[config.mk]
export PLATFORM = sky130hd
export DESIGN_NAME = div_operand_queue_flat
export DESIGN_NICKNAME = d
export VERILOG_FILES = /design/src/rtl/div_operand_queue_if.sv /design/src/rtl/div_operand_queue.sv /design/src/flat_wrapper.sv
export SDC_FILE = /design/constraint.sdc
export NUM_CORES = 1
export LEC_CHECK = 0
export BUFFER_PORTS_ARGS = -buffer_cell sky130_fd_sc_hd__buf_2
export CORE_MARGIN = 10
export CORE_UTILIZATION = 55
export CTS_CLUSTER_SIZE = 28
export DETAILED_ROUTE_END_ITERATION = 10
export GPL_TIMING_DRIVEN = 0
export PLACE_DENSITY = 0.75
export SKIP_LAST_GASP = 1
export SLEW_MARGIN = 20
export SYNTH_ARGS = -nofsm -noshare
export SYNTH_HDL_FRONTEND = slang
export SYNTH_SLANG_ARGS = --single-unit
[constraint.sdc]
create_clock -name clk -period 3.9 [get_ports clk]
set_input_delay 0.195 -clock clk [delete_from_list [all_inputs] [get_ports clk]]
set_output_delay 0.195 -clock clk [all_outputs]
set_load 0.02 [all_outputs]
[src/rtl/div_operand_queue_if.sv]
// Handshake bundle between an operand producer, the divider operand queue and the divider issue port.
interface div_operand_queue_if;
    logic        in_valid;
    logic        in_ready;
    logic        in_mode;
    logic [15:0] in_divisor;
    logic [31:0] in_dividend;
    logic        issue_en;
    logic        issue_valid;
    logic        issue_mode;
    logic [15:0] issue_divisor;
    logic [31:0] issue_dividend;

    modport master (
        output in_valid, in_mode, in_divisor, in_dividend, issue_en,
        input  in_ready, issue_valid, issue_mode, issue_divisor, issue_dividend
    );

    modport slave (
        input  in_valid, in_mode, in_divisor, in_dividend, issue_en,
        output in_ready, issue_valid, issue_mode, issue_divisor, issue_dividend
    );
endinterface

[src/rtl/div_operand_queue.sv]
// FIFO of pending divide operations feeding a divider one op per cycle with registered issue outputs.
// Optional macro DIV_OPERAND_QUEUE_DZ_CHECK_EN drops divide-by-zero ops and counts them.
module div_operand_queue #(
    parameter int DEPTH = 4
) (
    input  logic                      clk,
    input  logic                      reset,
    div_operand_queue_if.slave        bus,
    output logic [$clog2(DEPTH):0]    count,
    output logic                      dz_err,
    output logic [7:0]                dz_count
);
    localparam int AW = $clog2(DEPTH);
    localparam int EW = 49;
    localparam logic [AW:0]   DEPTH_C   = (AW+1)'(DEPTH);
    localparam logic [AW:0]   CNT_ONE_C = (AW+1)'(1);
    localparam logic [AW-1:0] PTR_ONE_C = AW'(1);

    logic [EW-1:0] mem_r [DEPTH];
    logic [AW-1:0] wr_ptr_r;
    logic [AW-1:0] rd_ptr_r;
    logic [AW:0]   count_r;
    logic          issue_valid_r;
    logic          issue_mode_r;
    logic [15:0]   issue_divisor_r;
    logic [31:0]   issue_dividend_r;

    logic          in_ready_s;
    logic          accept_s;
    logic          dz_hit_s;
    logic          push_s;
    logic          pop_s;
    logic [EW-1:0] head_s;

    // Handshake decode; a zero-divisor op is accepted but never stored when the check is built in
    always_comb begin
        in_ready_s = (count_r < DEPTH_C);
        accept_s   = bus.in_valid && in_ready_s;
`ifdef DIV_OPERAND_QUEUE_DZ_CHECK_EN
        dz_hit_s   = accept_s && (bus.in_divisor == 16'd0);
`else
        dz_hit_s   = 1'b0;
`endif
        push_s     = accept_s && !dz_hit_s;
        pop_s      = bus.issue_en && (count_r != {(AW+1){1'b0}});
        head_s     = mem_r[rd_ptr_r];
    end

    // Entry storage, written at the tail on every stored accept
    always_ff @(posedge clk) begin
        if (push_s) begin
            mem_r[wr_ptr_r] <= {bus.in_mode, bus.in_divisor, bus.in_dividend};
        end else begin
            mem_r[wr_ptr_r] <= mem_r[wr_ptr_r];
        end
    end

    // Pointers and occupancy; simultaneous push and pop leave count unchanged
    always_ff @(posedge clk or negedge reset) begin
        if (!reset) begin
            wr_ptr_r <= {AW{1'b0}};
            rd_ptr_r <= {AW{1'b0}};
            count_r  <= {(AW+1){1'b0}};
        end else begin
            if (push_s) wr_ptr_r <= wr_ptr_r + PTR_ONE_C;
            else        wr_ptr_r <= wr_ptr_r;
            if (pop_s)  rd_ptr_r <= rd_ptr_r + PTR_ONE_C;
            else        rd_ptr_r <= rd_ptr_r;
            case ({push_s, pop_s})
                2'b10:   count_r <= count_r + CNT_ONE_C;
                2'b01:   count_r <= count_r - CNT_ONE_C;
                default: count_r <= count_r;
            endcase
        end
    end

    // Issue register: head is loaded on pop, data fields hold while idle
    always_ff @(posedge clk or negedge reset) begin
        if (!reset) begin
            issue_valid_r    <= 1'b0;
            issue_mode_r     <= 1'b0;
            issue_divisor_r  <= 16'd0;
            issue_dividend_r <= 32'd0;
        end else if (pop_s) begin
            issue_valid_r    <= 1'b1;
            issue_mode_r     <= head_s[48];
            issue_divisor_r  <= head_s[47:32];
            issue_dividend_r <= head_s[31:0];
        end else begin
            issue_valid_r    <= 1'b0;
            issue_mode_r     <= issue_mode_r;
            issue_divisor_r  <= issue_divisor_r;
            issue_dividend_r <= issue_dividend_r;
        end
    end

`ifdef DIV_OPERAND_QUEUE_DZ_CHECK_EN
    logic       dz_err_r;
    logic [7:0] dz_count_r;

    // Divide-by-zero pulse and saturating drop counter
    always_ff @(posedge clk or negedge reset) begin
        if (!reset) begin
            dz_err_r   <= 1'b0;
            dz_count_r <= 8'd0;
        end else begin
            dz_err_r <= dz_hit_s;
            if (dz_hit_s && (dz_count_r != 8'hFF)) dz_count_r <= dz_count_r + 8'd1;
            else                                   dz_count_r <= dz_count_r;
        end
    end

    assign dz_err   = dz_err_r;
    assign dz_count = dz_count_r;
`else
    assign dz_err   = 1'b0;
    assign dz_count = 8'd0;
`endif

    assign bus.in_ready       = in_ready_s;
    assign bus.issue_valid    = issue_valid_r;
    assign bus.issue_mode     = issue_mode_r;
    assign bus.issue_divisor  = issue_divisor_r;
    assign bus.issue_dividend = issue_dividend_r;
    assign count              = count_r;
endmodule

[src/flat_wrapper.sv]
// flat-port wrapper written by rule: the top's interface ports become plain ports
module div_operand_queue_flat 
#(
    parameter int DEPTH = 4
)
  (clk, reset, count, dz_err, dz_count, bus_in_valid, bus_in_mode, bus_in_divisor, bus_in_dividend, bus_issue_en, bus_in_ready, bus_issue_valid, bus_issue_mode, bus_issue_divisor, bus_issue_dividend);
  div_operand_queue_if bus_i ();
  input  logic clk;
  input  logic reset;
  output logic [$clog2(DEPTH):0] count;
  output logic dz_err;
  output logic [7:0] dz_count;
  input wire logic [$bits(bus_i.in_valid)-1:0] bus_in_valid;
  input wire logic [$bits(bus_i.in_mode)-1:0] bus_in_mode;
  input wire logic [$bits(bus_i.in_divisor)-1:0] bus_in_divisor;
  input wire logic [$bits(bus_i.in_dividend)-1:0] bus_in_dividend;
  input wire logic [$bits(bus_i.issue_en)-1:0] bus_issue_en;
  output wire logic [$bits(bus_i.in_ready)-1:0] bus_in_ready;
  output wire logic [$bits(bus_i.issue_valid)-1:0] bus_issue_valid;
  output wire logic [$bits(bus_i.issue_mode)-1:0] bus_issue_mode;
  output wire logic [$bits(bus_i.issue_divisor)-1:0] bus_issue_divisor;
  output wire logic [$bits(bus_i.issue_dividend)-1:0] bus_issue_dividend;
  assign bus_i.in_valid = bus_in_valid;
  assign bus_i.in_mode = bus_in_mode;
  assign bus_i.in_divisor = bus_in_divisor;
  assign bus_i.in_dividend = bus_in_dividend;
  assign bus_i.issue_en = bus_issue_en;
  assign bus_in_ready = bus_i.in_ready;
  assign bus_issue_valid = bus_i.issue_valid;
  assign bus_issue_mode = bus_i.issue_mode;
  assign bus_issue_divisor = bus_i.issue_divisor;
  assign bus_issue_dividend = bus_i.issue_dividend;
  div_operand_queue #(.DEPTH(DEPTH)) u_core (.clk(clk), .reset(reset), .bus(bus_i), .count(count), .dz_err(dz_err), .dz_count(dz_count));
endmodule
---- Word level (Yosys, flattened, before mapping) ----
Memories as Yosys holds them, arrays and structs flattened. A register that Yosys moved wholly into a read port is not among the register bits.
Cells that the tools add are included.
W data, S select, Z words.
word-level totals
  bits in writable memories ............... 196
  input bits .............................. 53
  flip-flop bits (word level) ............. 8
  logic and storage cells ................. 26
  output and inout bits ................... 63
  memories kept ........................... 1
memories
  memory        depth  width  rd ports  clocked after Yosys merged registers in  wr ports  RTL line                 source
  u_core.mem_r  4      49     1         1                                        1         div_operand_queue.sv:19  logic [EW-1:0] mem_r [DEPTH];
cells by class
  muxes and demuxes ....................... 6
  bitwise operators ....................... 1
  reduce and logical (&&, ||, !) cells .... 6
  add/sub/neg operators ................... 4
  $lt $le $gt $ge ......................... 1
  equality and inequality tests ........... 3
operators by type and width
  operator               number
  $mux W49               1
  $pmux W3 S2            1
  $add A2 B1 Y2 const B  2
  $mux W1                4
  $add A3 B1 Y3 const B  1
  $lt A3 B3 Y1 const B   1
  $reduce_bool A3 Y1     1
  $sub A3 B1 Y3 const B  1
  $eq A2 B1 Y1 const B   1
  $eq A2 B2 Y1 const B   1
  $logic_and A1 B1 Y1    2
  $reduce_and A2 Y1      1
  $reduce_bool A2 Y1     1
  $logic_not A1 Y1       1
  $ne A0 B0 Y1           1
  $or A1 B1 Y1           1

---- Depth between registers and ports, before layout ----
  word-level depth ........................ 5
  mapped depth ............................ 9
  depth with buffers taken out ............ 8

---- Least setup slack after synthesis ----
Ideal clock, no wire load.
  kind .................................... register to register
  from .................................... register u_core.count_r[2] (netlist: u_core.count[2])
  to ...................................... memory u_core.mem_r[0][0] (enable)
  setup slack ............................. 1.441 ns
  cell stages (with the launch flop) ...... 4
  library setup time ...................... 0.412 ns
  data required time ...................... 3.488 ns
  clock period less this slack ............ 2.459 ns
  buffers on the path ..................... 1
  arrival time ............................ 2.048 ns
  cells stage by stage .................... dfrtp_1 -> nor2b_1 -> clkbuf_1 -> and2_1
between the ends
  longest elaborated chain between the ends .. 5
  elaborated cells on any way between the ends .. 7
  classes of those cells .................. order compare: 1; mux: 3; bitwise: 1; reduce/logical: 2
RTL lines
  what                                                                RTL line                                          source
  from (decl)                                                         div_operand_queue.sv:22                           logic [AW:0] count_r;
  from (signal assigned)                                              div_operand_queue.sv:63                           count_r <= {(AW+1){1'b0}};
  from (signal assigned)                                              div_operand_queue.sv:70                           2'b10: count_r <= count_r + CNT_ONE_C;
  from (signal assigned)                                              div_operand_queue.sv:71                           2'b01: count_r <= count_r - CNT_ONE_C;
  $lt A3 B3 Y1 *                                                      div_operand_queue.sv:37                           in_ready_s = (count_r < DEPTH_C);
  $logic_and A1 B1 Y1 *                                               div_operand_queue.sv:38                           accept_s = bus.in_valid && in_ready_s;
  $mux W1 (on tied branches)                                          div_operand_queue.sv:51, div_operand_queue.sv:54
  $mux W1 (not written as such) or $reduce_and A2 Y1 (tied branches)  n/a
  $or A1 B1 Y1 (no source line) *                                     n/a
  to (decl)                                                           div_operand_queue.sv:19
Mark *: on every way between the ends. The rest lies on a longest branch, timed or not.

---- Final worst setup path ----
  from .................................... register u_core.count_r[0] (netlist: u_core.count[0])
  to ...................................... register u_core.count_r[2] (netlist: u_core.count[2])
between the ends
  longest elaborated chain between the ends .. 4
  elaborated cells on any way between the ends .. 10
  classes of those cells .................. add/sub: 2; order compare: 1; eq/ne: 2; mux: 1; reduce/logical: 4
RTL lines
  what                                               RTL line                 source
  $reduce_bool A3 Y1 *                               div_operand_queue.sv:45  pop_s = bus.issue_en && (count_r != {(AW+1){1'b0}});
  $logic_and A1 B1 Y1 *                              div_operand_queue.sv:45
  net u_core.pop_s                                   div_operand_queue.sv:32  logic pop_s;
  $eq A2 B1 Y1 or $eq A2 B2 Y1 (tied branches)       div_operand_queue.sv:69  case ({push_s, pop_s})
  $pmux W3 S2 or $reduce_bool A2 Y1 (tied branches)  n/a
Mark *: on every way through the listed nets, which the timed path passes. The rest lies on a longest branch.
A chain may end at the register's enable or synchronous reset.

==> impl_results.rst <==
.. list-table::
   :header-rows: 1

   * - Metric
     - Value
   * - Type of the most critical hold path
     - in -> async
   * - Initial Util
     - 56.5%
   * - Setup bufs post-CTS
     - 0
   * - Worst hold slack across all endpoints
     - 0.154 ns
   * - Die span in y
     - 151 microns
   * - Buffering stage count on the worst path with inverters included
     - 3
   * - Logic gate share of total power
     - 29.7%
   * - Worst-path cell with the longest stage delay
     - o31ai_4
   * - Yosys reg bits
     - 253
   * - Quantity of I/O buffers inserted on ports
     - 106
   * - Outcome
     - completed
   * - Family with the most delay on the worst path
     - compound AO/OA/AOI/OAI gates
   * - Number of library cell types mapped by synthesis
     - 23
   * - Dpl ws
     - 1.55 ns
   * - Hold Fails Final Rpt
     - 0
   * - Number of instances in the synthesized netlist
     - 513
   * - PostCTS Resize Cnt
     - 0
   * - Endpoint type of the worst setup path
     - flip-flop
   * - Placed cell count
     - 852
   * - Antenna violations before repair
     - 0
   * - Average footprint of a synthesized cell
     - 18.5 sq um
   * - Overall overflow remaining after global route
     - 0
   * - Clk pwr share
     - 27.3%
   * - Power density normalized to cell area
     - 739 nW/um^2
   * - Worst slew slack as a fraction of its limit
     - 63.8%
   * - Slew at the pin with the worst max-slew slack
     - 0.543 ns
   * - Maximum net fanout on the critical path
     - 11
   * - Ratio of routed vias to standard cells
     - 5.21
   * - DRC marker count from the first detailed-route iteration
     - 305
   * - Post-detailed-routing wire length
     - 18.6 mm
   * - Overall routing resource usage
     - 16.8%
   * - Critical Setup Path Class
     - reg -> reg
   * - Number of antenna repair diodes
     - 0
   * - Area of the core
     - 16800 sq um
   * - Number of clock sinks
     - 253
   * - DIE WIDTH
     - 151 microns
   * - Signal arrival time at the worst endpoint
     - 2.63 ns
   * - Final Cell Area
     - 11800 sq um
   * - Later-pin clock latency in the skew report
     - 0.51 ns
   * - Boundary pin count
     - 116
   * - Sw Share
     - 30.0%
   * - Clock-pin slew on the worst setup and hold paths
     - 0.06 ns
   * - Startpoint kind of the worst setup timing path
     - flip-flop
   * - Antenna viol nets, final
     - 0
   * - Setup TNS
     - 0 ns
   * - Fill cell count
     - 1106
   * - Total CTS buffers
     - 24
   * - Maximum vdd ir drop
     - 447 uV
   * - Final setup violating endpoints
     - 0
   * - Worst path max stage delay
     - 0.48 ns
   * - Post-route fraction of the period consumed by the critical path
     - 57.4%
   * - CP required
     - 4.29 ns
   * - FP Rows
     - 47
   * - Int Pwr
     - 6.09 mW
   * - Layout overhead on the synthesized area
     - 24.3%
   * - YS warnings
     - 0
   * - Share of total power in sequential cells
     - 43.0%
   * - Number of iterations in the first detailed-routing pass
     - 5
   * - Slew Viols, Final
     - 0
   * - Via count
     - 4932
   * - Register area share after synthesis
     - 77.2%
   * - DP Area
     - 10400 sq um
   * - Setup ws final
     - 1.66 ns
   * - CTS tree
     - built
   * - Fraction of layout cells with a size suffix above 1
     - 31.5%
   * - Buffer cell driving the clock tree root
     - clkbuf_16
   * - H-tree depth
     - 1
   * - HPWL reported at the end of detailed placement
     - 11.8 mm
   * - Area enclosed by the die boundary
     - 22900 sq um
   * - Final RePlAce weighted congestion
     - 0.694
   * - Remaining DRCs
     - 0
   * - RSZ-0062 raised after global routing
     - no
   * - Top achievable clock speed
     - 447 MHz
   * - Count of maximum capacitance violations
     - 0
   * - Maximum buffer depth of the clock tree
     - 3
   * - Area of the mapped netlist
     - 9480 sq um
   * - Worst path cell trace
     - o31ai_4, inv_2, buf_2, ha_1, inv_1, fa_1, xor2_1, nor2_1, xnor2_1
   * - Vias in the first global route
     - 5491
   * - Global-route wire length before repair
     - 29.9 mm
   * - Period minus WS final
     - 2.24 ns
   * - Pin count of the biggest net entering global routing
     - 39
   * - Number of standard cells in the final layout excluding fillers
     - 946
   * - Post-Route Skew
     - 0.0107 ns
   * - Sw Pwr
     - 2.62 mW
   * - Number of hold-repair buffers added at the cts stage
     - 50
   * - Total leakage power
     - 4.64 nW
   * - Number of nets at the end of the flow
     - 767
   * - Post-detailed-route wirelength per cell
     - 19.7 microns
==> sequential cells by signal, indices dropped and copies added, names as in the netlist <==
signal	count
u_core.bus.issue_valid	1
u_core.mem_r	196
u_core.bus.issue_divisor	16
u_core.wr_ptr_r	2
u_core.rd_ptr_r	2
u_core.bus.issue_dividend	32
u_core.bus.issue_mode	1
u_core.count	3
==> power groups by stage <==
stage	Clock, mW	Sequential, mW	Combinational, mW
floorplan	0	4.10	1.46
finish	2.38	3.75	2.58
CTS	2.42	3.75	2.65
global route	2.55	3.80	2.84
detailed placement	0	3.80	2.60
global placement	0	3.79	2.49
==> Yosys cell counts <==
| library cell | instances | area share [%] |
|---|---|---|
| ha_1 | 5 | 0.66 |
| o31ai_4 | 1 | 0.22 |
| mux4_2 | 48 | 11 |
| conb_1 | 1 | 0.040 |
| xnor2_1 | 5 | 0.46 |
| clkbuf_1 | 6 | 0.24 |
| dfrtp_1 | 57 | 15 |
| mux2i_1 | 1 | 0.11 |
| o21ai_0 | 1 | 0.053 |
| buf_2 | 11 | 0.58 |
| edfxtp_1 | 196 | 62 |
| and2_1 | 4 | 0.26 |
| buf_6 | 1 | 0.12 |
| inv_2 | 1 | 0.040 |
| nor2_1 | 1 | 0.040 |
| buf_4 | 9 | 0.71 |
| xor2_1 | 1 | 0.092 |
| fa_1 | 1 | 0.21 |
| buf_12 | 5 | 1.1 |
| mux4_1 | 1 | 0.28 |
| inv_1 | 7 | 0.28 |
| nor2b_1 | 1 | 0.066 |
| nand2_1 | 149 | 5.9 |
==> final timing paths <==
check	start	end	slack, ns	cells after the start
max in group asynchronous	reset	u_core.bus.issue_divisor[1]	3.21	3
min reg2reg	u_core.bus.issue_divisor[10]	u_core.bus.issue_divisor[10]	0.47	2
min	reset	u_core.wr_ptr_r[0]	0.15	2
max	u_core.count[0]	u_core.count[2]	1.66	9
min in group clk	bus_issue_en	u_core.rd_ptr_r[1]	0.21	5
max reg2reg	u_core.count[0]	u_core.count[2]	1.66	9
==> area by class of cell <==
| type | count | area [sq um] | area share [%] |
|---|---|---|---|
| buffer | 32 | 256 | 2.18 |
| clock buffer | 37 | 751 | 6.37 |
| clock inverter | 7 | 82.6 | 0.701 |
| inverter | 8 | 30.0 | 0.255 |
| multi-input combinational | 228 | 1920 | 16.3 |
| sequential | 253 | 7310 | 62.1 |
| tap | 220 | 275 | 2.34 |
| timing repair buffer | 161 | 1160 | 9.81 |
==> layout by cell type, fill, tap and decap left out <==
master / count
o31ai_4: 1
conb_1: 9
nor2b_1: 1
fa_1: 1
bufinv_16: 2
clkbuf_16: 25
buf_6: 1
buf_2: 116
o21ai_0: 1
nand2_1: 149
and2_4: 4
xnor2_1: 5
dfrtp_1: 57
clkbuf_8: 8
edfxtp_1: 196
nor2_1: 1
mux2i_1: 1
inv_1: 7
dlygate4sd3_1: 50
clkinv_1: 2
buf_16: 3
inv_2: 1
clkinv_2: 3
ha_1: 5
mux4_1: 1
buf_12: 7
clkbuf_1: 10
buf_4: 10
xor2_1: 1
mux4_2: 48
==> routing by layer <==
layer | GRT usage (%) | wire (microns) | vias up
li1 | - | - | 2271
met1 | 21.9 | 7570 | 2464
met2 | 28.2 | 9270 | 164
met3 | 3.61 | 1410 | 33
met4 | 4.19 | 349 | 0
met5 | 0 | 0 | -
==> per-stage QoR <==
stage               power, mW  util [%]
global placement         6.28      61.5
CTS                      8.83      70.3
global route             9.19      70.3
detailed placement       6.40      62.3
floorplan                5.56         -
finish                   8.71      70.3
==> logic make-up after synthesis <==
| kind of cell | after synthesis | share of synthesized area (%) |
|---|---|---|
| and+or+nand+nor | 155 | 6.27 |
| AOI/OAI and AO/OA | 2 | 0.277 |
| DFF | 253 | 77.2 |
| xor gates and xnor gates | 6 | 0.555 |
| buffers and inverters | 40 | 3.02 |
| adders and majority gates | 6 | 0.872 |
| muxes | 50 | 11.8 |
| other | 1 | 0.0396 |
Note: power is estimated with default switching activity, not from simulation.
